### config.mk
export PLATFORM = sky130hd
export DESIGN_NAME = apb_slave_mem_flat
export DESIGN_NICKNAME = d
export VERILOG_FILES = /design/src/rtl/apb_slave_pkg.sv /design/src/rtl/apb_slave_mem_if.sv /design/src/rtl/apb_mem_bank.sv /design/src/rtl/apb_slave_mem.sv /design/src/flat_wrapper.sv
export SDC_FILE = /design/constraint.sdc
export NUM_CORES = 2
export LEC_CHECK = 0
export ABC_AREA = 1
export CELL_PAD_IN_SITES_DETAIL_PLACEMENT = 1
export CELL_PAD_IN_SITES_GLOBAL_PLACEMENT = 2
export CORE_MARGIN = 10
export CORE_UTILIZATION = 37
export DETAILED_ROUTE_END_ITERATION = 10
export PLACE_DENSITY_LB_ADDON = 0.1
export SYNTH_ARGS = -nofsm -noshare
export SYNTH_HDL_FRONTEND = slang
export SYNTH_SLANG_ARGS = --single-unit
### constraint.sdc
create_clock -name PCLK -period 2.6 [get_ports PCLK]
set_input_delay 0.78 -clock PCLK [delete_from_list [all_inputs] [get_ports PCLK]]
set_output_delay 0.78 -clock PCLK [all_outputs]
set_load 0.02 [all_outputs]
### src/rtl/apb_slave_pkg.sv
// Shared types, default parameters and address-check helper for the APB register-memory completer.
package apb_slave_pkg;

  localparam int DEF_ADDR_WIDTH  = 10;
  localparam int DEF_DATA_WIDTH  = 32;
  localparam int DEF_DEPTH       = 64;
  localparam int DEF_WAIT_STATES = 1;

  typedef enum logic {
    IDLE   = 1'b0,
    ACCESS = 1'b1
  } state_e;

  // An access is illegal if it is not word-aligned or lands past the last implemented word.
  function automatic logic addr_err(input logic [31:0] addr,
                                    input int unsigned lsb,
                                    input int unsigned depth);
    logic [31:0] mask;
    mask = (32'd1 << lsb) - 32'd1;
    return ((addr & mask) != 32'd0) || ((addr >> lsb) >= depth);
  endfunction

endpackage

### src/rtl/apb_slave_mem_if.sv
// APB bus bundle between a requester (master) and this completer (slave).
interface apb_slave_mem_if
  import apb_slave_pkg::*;
#(
  parameter int ADDR_WIDTH = DEF_ADDR_WIDTH,
  parameter int DATA_WIDTH = DEF_DATA_WIDTH
);
  logic                    PSEL;
  logic                    PENABLE;
  logic                    PWRITE;
  logic [ADDR_WIDTH-1:0]   PADDR;
  logic [DATA_WIDTH-1:0]   PWDATA;
  logic [DATA_WIDTH/8-1:0] PSTRB;
  logic [DATA_WIDTH-1:0]   PRDATA;
  logic                    PREADY;
  logic                    PSLVERR;

  modport master (
    output PSEL, PENABLE, PWRITE, PADDR, PWDATA, PSTRB,
    input  PRDATA, PREADY, PSLVERR
  );

  modport slave (
    input  PSEL, PENABLE, PWRITE, PADDR, PWDATA, PSTRB,
    output PRDATA, PREADY, PSLVERR
  );
endinterface

### src/rtl/apb_mem_bank.sv
// Word-organised storage with byte-lane write enables, combinational read and synchronous clear.
module apb_mem_bank
  import apb_slave_pkg::*;
#(
  parameter int DEPTH      = DEF_DEPTH,
  parameter int DATA_WIDTH = DEF_DATA_WIDTH,
  parameter int IDX_W      = $clog2(DEPTH)
) (
  input  logic                    clk,
  input  logic                    rst_n,
  input  logic                    we,
  input  logic [IDX_W-1:0]        widx,
  input  logic [DATA_WIDTH-1:0]   wdata,
  input  logic [DATA_WIDTH/8-1:0] wstrb,
  input  logic [IDX_W-1:0]        ridx,
  output logic [DATA_WIDTH-1:0]   rdata
);
  logic [DATA_WIDTH-1:0] mem_q [DEPTH];
  logic [DATA_WIDTH-1:0] word_d;

  assign rdata = mem_q[ridx];

  // Merge the enabled write lanes into the currently stored word.
  always_comb begin
    word_d = mem_q[widx];
    for (int b = 0; b < DATA_WIDTH/8; b++) begin
      if (wstrb[b]) word_d[8*b +: 8] = wdata[8*b +: 8];
    end
  end

  // Clear everything on reset, otherwise commit the merged word.
  always_ff @(posedge clk) begin
    if (!rst_n) begin
      for (int i = 0; i < DEPTH; i++) mem_q[i] <= '0;
    end else if (we) begin
      mem_q[widx] <= word_d;
    end
  end
endmodule

### src/rtl/apb_slave_mem.sv
// APB completer: setup/access FSM, wait-state countdown and registered response outputs.
//   state  | meaning
//   IDLE   | no transfer in flight, watching for a setup phase
//   ACCESS | transfer latched, counting wait states / presenting the response
module apb_slave_mem
  import apb_slave_pkg::*;
#(
  parameter int ADDR_WIDTH  = DEF_ADDR_WIDTH,
  parameter int DATA_WIDTH  = DEF_DATA_WIDTH,
  parameter int DEPTH       = DEF_DEPTH,
  parameter int WAIT_STATES = DEF_WAIT_STATES
) (
  input logic             PCLK,
  input logic             PRESETn,
  apb_slave_mem_if.slave  bus
);
  localparam int STRB_W = DATA_WIDTH / 8;
  localparam int LSB    = $clog2(STRB_W);
  localparam int IDX_W  = $clog2(DEPTH);

  state_e                state_q, state_d;
  logic [3:0]            cnt_q, cnt_d;
  logic [ADDR_WIDTH-1:0] addr_q, addr_d;
  logic                  write_q, write_d;
  logic                  err_q, err_d;
  logic                  pready_q, pready_d;
  logic                  pslverr_q, pslverr_d;
  logic [DATA_WIDTH-1:0] prdata_q, prdata_d;

  logic                  setup, do_setup, mem_we;
  logic [ADDR_WIDTH-1:0] raddr;
  logic                  rwrite, rerr;
  logic [DATA_WIDTH-1:0] rdata, resp_data;

  // A setup edge uses the live bus; otherwise the transfer latched at setup is used.
  assign setup     = bus.PSEL && !bus.PENABLE;
  assign raddr     = setup ? bus.PADDR  : addr_q;
  assign rwrite    = setup ? bus.PWRITE : write_q;
  assign rerr      = setup ? addr_err(32'(bus.PADDR), LSB, DEPTH) : err_q;
  assign resp_data = (rwrite || rerr) ? '0 : rdata;

  apb_mem_bank #(
    .DEPTH      (DEPTH),
    .DATA_WIDTH (DATA_WIDTH),
    .IDX_W      (IDX_W)
  ) u_bank (
    .clk   (PCLK),
    .rst_n (PRESETn),
    .we    (mem_we),
    .widx  (addr_q[LSB +: IDX_W]),
    .wdata (bus.PWDATA),
    .wstrb (bus.PSTRB),
    .ridx  (raddr[LSB +: IDX_W]),
    .rdata (rdata)
  );

  // Next-state, wait countdown and response generation.
  always_comb begin
    state_d   = state_q;
    cnt_d     = cnt_q;
    addr_d    = addr_q;
    write_d   = write_q;
    err_d     = err_q;
    pready_d  = pready_q;
    pslverr_d = pslverr_q;
    prdata_d  = prdata_q;
    mem_we    = 1'b0;
    do_setup  = 1'b0;

    case (state_q)
      IDLE: begin
        if (setup) do_setup = 1'b1;
      end
      ACCESS: begin
        if (!bus.PSEL) begin
          state_d   = IDLE;
          cnt_d     = '0;
          pready_d  = 1'b0;
          pslverr_d = 1'b0;
          prdata_d  = '0;
        end else if (!bus.PENABLE) begin
          do_setup = 1'b1;
        end else if (!pready_q) begin
          cnt_d = cnt_q - 4'd1;
          if (cnt_q == 4'd1) begin
            pready_d  = 1'b1;
            pslverr_d = err_q;
            prdata_d  = resp_data;
          end
        end else begin
          mem_we    = write_q && !err_q;
          state_d   = IDLE;
          pready_d  = 1'b0;
          pslverr_d = 1'b0;
          prdata_d  = '0;
        end
      end
      default: state_d = IDLE;
    endcase

    // A fresh setup (also mid-access) discards whatever was in flight.
    if (do_setup) begin
      state_d = ACCESS;
      addr_d  = bus.PADDR;
      write_d = bus.PWRITE;
      err_d   = rerr;
      if (WAIT_STATES == 0) begin
        cnt_d     = '0;
        pready_d  = 1'b1;
        pslverr_d = rerr;
        prdata_d  = resp_data;
      end else begin
        cnt_d     = 4'(WAIT_STATES);
        pready_d  = 1'b0;
        pslverr_d = 1'b0;
        prdata_d  = '0;
      end
    end
  end

  // State and output registers with synchronous active-low reset.
  always_ff @(posedge PCLK) begin
    if (!PRESETn) begin
      state_q   <= IDLE;
      cnt_q     <= '0;
      addr_q    <= '0;
      write_q   <= 1'b0;
      err_q     <= 1'b0;
      pready_q  <= 1'b0;
      pslverr_q <= 1'b0;
      prdata_q  <= '0;
    end else begin
      state_q   <= state_d;
      cnt_q     <= cnt_d;
      addr_q    <= addr_d;
      write_q   <= write_d;
      err_q     <= err_d;
      pready_q  <= pready_d;
      pslverr_q <= pslverr_d;
      prdata_q  <= prdata_d;
    end
  end

  assign bus.PREADY  = pready_q;
  assign bus.PSLVERR = pslverr_q;
  assign bus.PRDATA  = prdata_q;
endmodule

### src/flat_wrapper.sv
// flat-port wrapper written by rule: the top's interface ports become plain ports
module apb_slave_mem_flat import apb_slave_pkg::*;
#(
  parameter int ADDR_WIDTH  = DEF_ADDR_WIDTH,
  parameter int DATA_WIDTH  = DEF_DATA_WIDTH,
  parameter int DEPTH       = DEF_DEPTH,
  parameter int WAIT_STATES = DEF_WAIT_STATES
)
  (PCLK, PRESETn, bus_PSEL, bus_PENABLE, bus_PWRITE, bus_PADDR, bus_PWDATA, bus_PSTRB, bus_PRDATA, bus_PREADY, bus_PSLVERR);
  apb_slave_mem_if #(.ADDR_WIDTH(ADDR_WIDTH), .DATA_WIDTH(DATA_WIDTH)) bus_i ();
  input logic PCLK;
  input logic PRESETn;
  input wire logic [$bits(bus_i.PSEL)-1:0] bus_PSEL;
  input wire logic [$bits(bus_i.PENABLE)-1:0] bus_PENABLE;
  input wire logic [$bits(bus_i.PWRITE)-1:0] bus_PWRITE;
  input wire logic [$bits(bus_i.PADDR)-1:0] bus_PADDR;
  input wire logic [$bits(bus_i.PWDATA)-1:0] bus_PWDATA;
  input wire logic [$bits(bus_i.PSTRB)-1:0] bus_PSTRB;
  output wire logic [$bits(bus_i.PRDATA)-1:0] bus_PRDATA;
  output wire logic [$bits(bus_i.PREADY)-1:0] bus_PREADY;
  output wire logic [$bits(bus_i.PSLVERR)-1:0] bus_PSLVERR;
  assign bus_i.PSEL = bus_PSEL;
  assign bus_i.PENABLE = bus_PENABLE;
  assign bus_i.PWRITE = bus_PWRITE;
  assign bus_i.PADDR = bus_PADDR;
  assign bus_i.PWDATA = bus_PWDATA;
  assign bus_i.PSTRB = bus_PSTRB;
  assign bus_PRDATA = bus_i.PRDATA;
  assign bus_PREADY = bus_i.PREADY;
  assign bus_PSLVERR = bus_i.PSLVERR;
  apb_slave_mem #(.ADDR_WIDTH(ADDR_WIDTH), .DATA_WIDTH(DATA_WIDTH), .DEPTH(DEPTH), .WAIT_STATES(WAIT_STATES)) u_core (.PCLK(PCLK), .PRESETn(PRESETn), .bus(bus_i));
endmodule
==> results_dict.tcl <==
set metrics [dict create \
    tightest_slew_ps 811 \
    ir_worst_vdd_mv 0.683 \
    p_per_area_mw_per_mm2 693 \
    synth.distinct_cells 27 \
    synth_area_leader_cell "edfxtp_1" \
    globalplace.congestion 0.883 \
    wl_per_cell_um 26.2 \
    wl_um 367000 \
    grt_overflow 0 \
    max-cap-violations 0 \
    synth_nets 9766 \
    maxSlewViolCount 0 \
    fmax_mhz 382 \
    cp_slowest_cell "clkdlybuf4s15_2" \
    hold_viol 0 \
    layout_setup_ws_ps -15.6 \
    syn_area_per_cell_um2 9.71 \
    fill_cells 27753 \
    num_rows 185 \
    period_share_pct 101 \
    layout_min_cycle_time_ps 2620 \
    fin_skew_ps 29.2 \
    finalInstanceArea_mm2 0.118 \
    clockBufferDepth 3 \
    clock_latency_ps 890 \
    dp_hpwl_um 253000 \
    drcViolationCount 0 \
    worstSetupPathType "primary input to register" \
    min_path_cells 4 \
    drive_gt1_share_pct 14.6 \
    grt_setup_unrepaired "true" \
    area_delta_synth_final_pct 24.9 \
    crit_arrival_ps 3190 \
    yosys_warnings 0 \
    grt_pass1_vias 78087 \
    drt_first_pass_iters 5 \
    synth.ff_latch_count 2095 \
    cts.sinks 2095 \
    synth_cells 9713 \
    ys_seq_area_share_pct 66.2 \
    vias_per_cell 5.39 \
    cpMostUsedCell "buf_4" \
    cts-root-buf "clkbuf_16" \
    worstRegToRegCells 12 \
    num_vias 75546 \
    power_uw 81600 \
    r2r_slack_ps 20 \
    regArea_mm2 0.0625 \
    place_ws_ps -1350 \
    synth_area_mm2 0.0943 \
    die_w_um 525 \
    finalSetupTns_ps -77.0 \
    hold_class "primary input to register" \
    multi_input_area_mm2 0.0287 \
    antenna_found_initial 12 \
    initial_core_util_pct 37.1 \
    path_clk_slew_ps 60 \
    htreeDepth 4 \
    die_y_um 525 \
    initialDrtViolationCount 6915 \
    violations "setup timing" \
    grt_max_degree 78 \
    final_nets 10499 \
    cts_buffers 233 \
    ant_nets 0 \
    globalRouteTotalUtil_pct 25.8 \
    core_area_mm2 0.254 \
    grt_pass1_wl_um 533000 \
    synth_top_area_share_pct 65.2 \
    dieArea_mm2 0.275 \
    endpoint_kind "register" \
    power.leakage_uw 0.0462 \
    max_stage_delay_ps 340 \
    worstPathCellList "clkdlybuf4s15_2, buf_4, nand2_1, nor3_1, nand4_1, buf_4, buf_4, nor2_4, buf_4, nand2_1, nand2_1, buf_4" \
    whs_ps 422 \
    worstPathRequired_ps 3180 \
    synth.area.top_cells "edfxtp_1 65%, nand3_1 11%, nand2_1 10%" \
    buffer_ports.inserted 84 \
    slew_headroom_pct 45.8 \
    start_kind "primary input" \
    status "finished with violations" \
    place_area_mm2 0.110 \
    cts_tree "yes" \
    setup_violations 7 \
    cp_max_fo 10 \
    pin_count 85 \
]
cells in the mapped netlist, drive strengths merged:
cell type	count
o21ai	9
edfxtp	2048
a211oi	1
nor4	1
nand2	2581
nor3	3
inv	68
nand3	2075
nor2	2136
dfxtp	47
buf	385
ha	2
o41ai	1
a21oi	35
nand4	1
clkbuf	317
clkinv	1
nand3b	2
cells in the final DEF (no fill, tap or decap), types with 15 or more instances in the layout:
master           Yosys  final
nand3_2              0     19
bufinv_16            0     18
edfxtp_1          2048   2048
a21oi_1             35     35
clkinv_1             1     58
clkbuf_16            0    247
inv_2               35     18
clkbuf_1           317     53
nand2_1           2577   2574
dlygate4sd2_1        0     15
clkdlybuf4s50_1      0     46
buf_12               0    396
clkdlybuf4s15_2      0     17
nor2_1            2132   2121
buf_4               24    695
inv_1               33     30
nand3_1           2075   2054
dfxtp_1             47     36
clkinv_2             0     55
power breakdown:
| part | leakage (uW) | switching (uW) | internal (uW) |
|---|---|---|---|
| combinational | 0.0210 | 6810 | 3570 |
| clock | 0.00365 | 13900 | 18900 |
| sequential | 0.0215 | 359 | 38000 |
| total | 0.0462 | 21100 | 60500 |
metal layers:
layer | share of wire, % | up-vias | track usage, %
li1 | - | 34472 | -
met1 | 43 | 38627 | 34.2
met2 | 48 | 1976 | 43.1
met4 | 4.0 | 0 | 9.32
met5 | 0 | - | 0
met3 | 5.4 | 471 | 3.65
logic make-up (layout without fill, tap and decap cells):
group / after synthesis / in the layout / share of synthesized area, %
simple gates: 6799 / 6800 / 29.9
compound gates: 46 / 46 / 0.255
flops: 2095 / 2095 / 66.2
buf+inv: 771 / 1702 / 3.63
other cells: 0 / 5 / 0
fa+ha+maj: 2 / 2 / 0.0265
layout make-up:
cell class / instances / share of cell area [%]
timing repair buffer: 1199 / 12.4
clock inverter: 128 / 0.942
multi-input combinational: 6848 / 24.4
sequential: 2095 / 53.0
tap: 3366 / 3.58
antenna: 5 / 0.0106
inverter: 69 / 0.254
clock buffer: 306 / 5.42
sequential cells by signal (all words and copies together), names as in the netlist:
register and cells:
u_core.bus.PSLVERR 1, u_core.write_q 1, u_core.bus.PREADY 1, u_core.err_q 1
u_core.cnt_q 4, u_core.state_q 1, u_core.addr_q 6, u_core.bus.PRDATA 32
u_core.u_bank.mem_q 2048
worst max-delay path, delay by kind of cell:
kind	cells	cell delay [ps]
simple gates	6	1050
buf+inv	6	1330
path summary, 6_finish.rpt:
check                   startpoint                           to
max                       bus_PSEL  u_core.u_bank.mem_q[28][18]
max reg2reg       u_core.addr_q[4]        u_core.bus.PRDATA[21]
min reg2reg  u_core.bus.PRDATA[28]        u_core.bus.PRDATA[28]
min                    bus_PENABLE              u_core.cnt_q[1]
through the flow:
step / utilization [%] / instances
3_5_place_dp: 43.2 / 13564
5_1_grt: 46.4 / 14013
6_report: 46.4 / 14016
2_1_floorplan: - / 9713
4_1_cts: 46.2 / 14001
3_3_place_gp: 43.2 / 13564
what timing repair did:
| item | 4_1_cts | 5_1_grt |
|---|---|---|
| setup buffers | 1 | 3 |
| pin swaps | 2 | 2 |
| endpoints found under the setup margin | 3082 | 47 |
| hold buffers | 0 | 0 |
| resized for setup | 100 | 33 |
| gates cloned | 2 | 7 |
(Power assumes the default switching activity.)
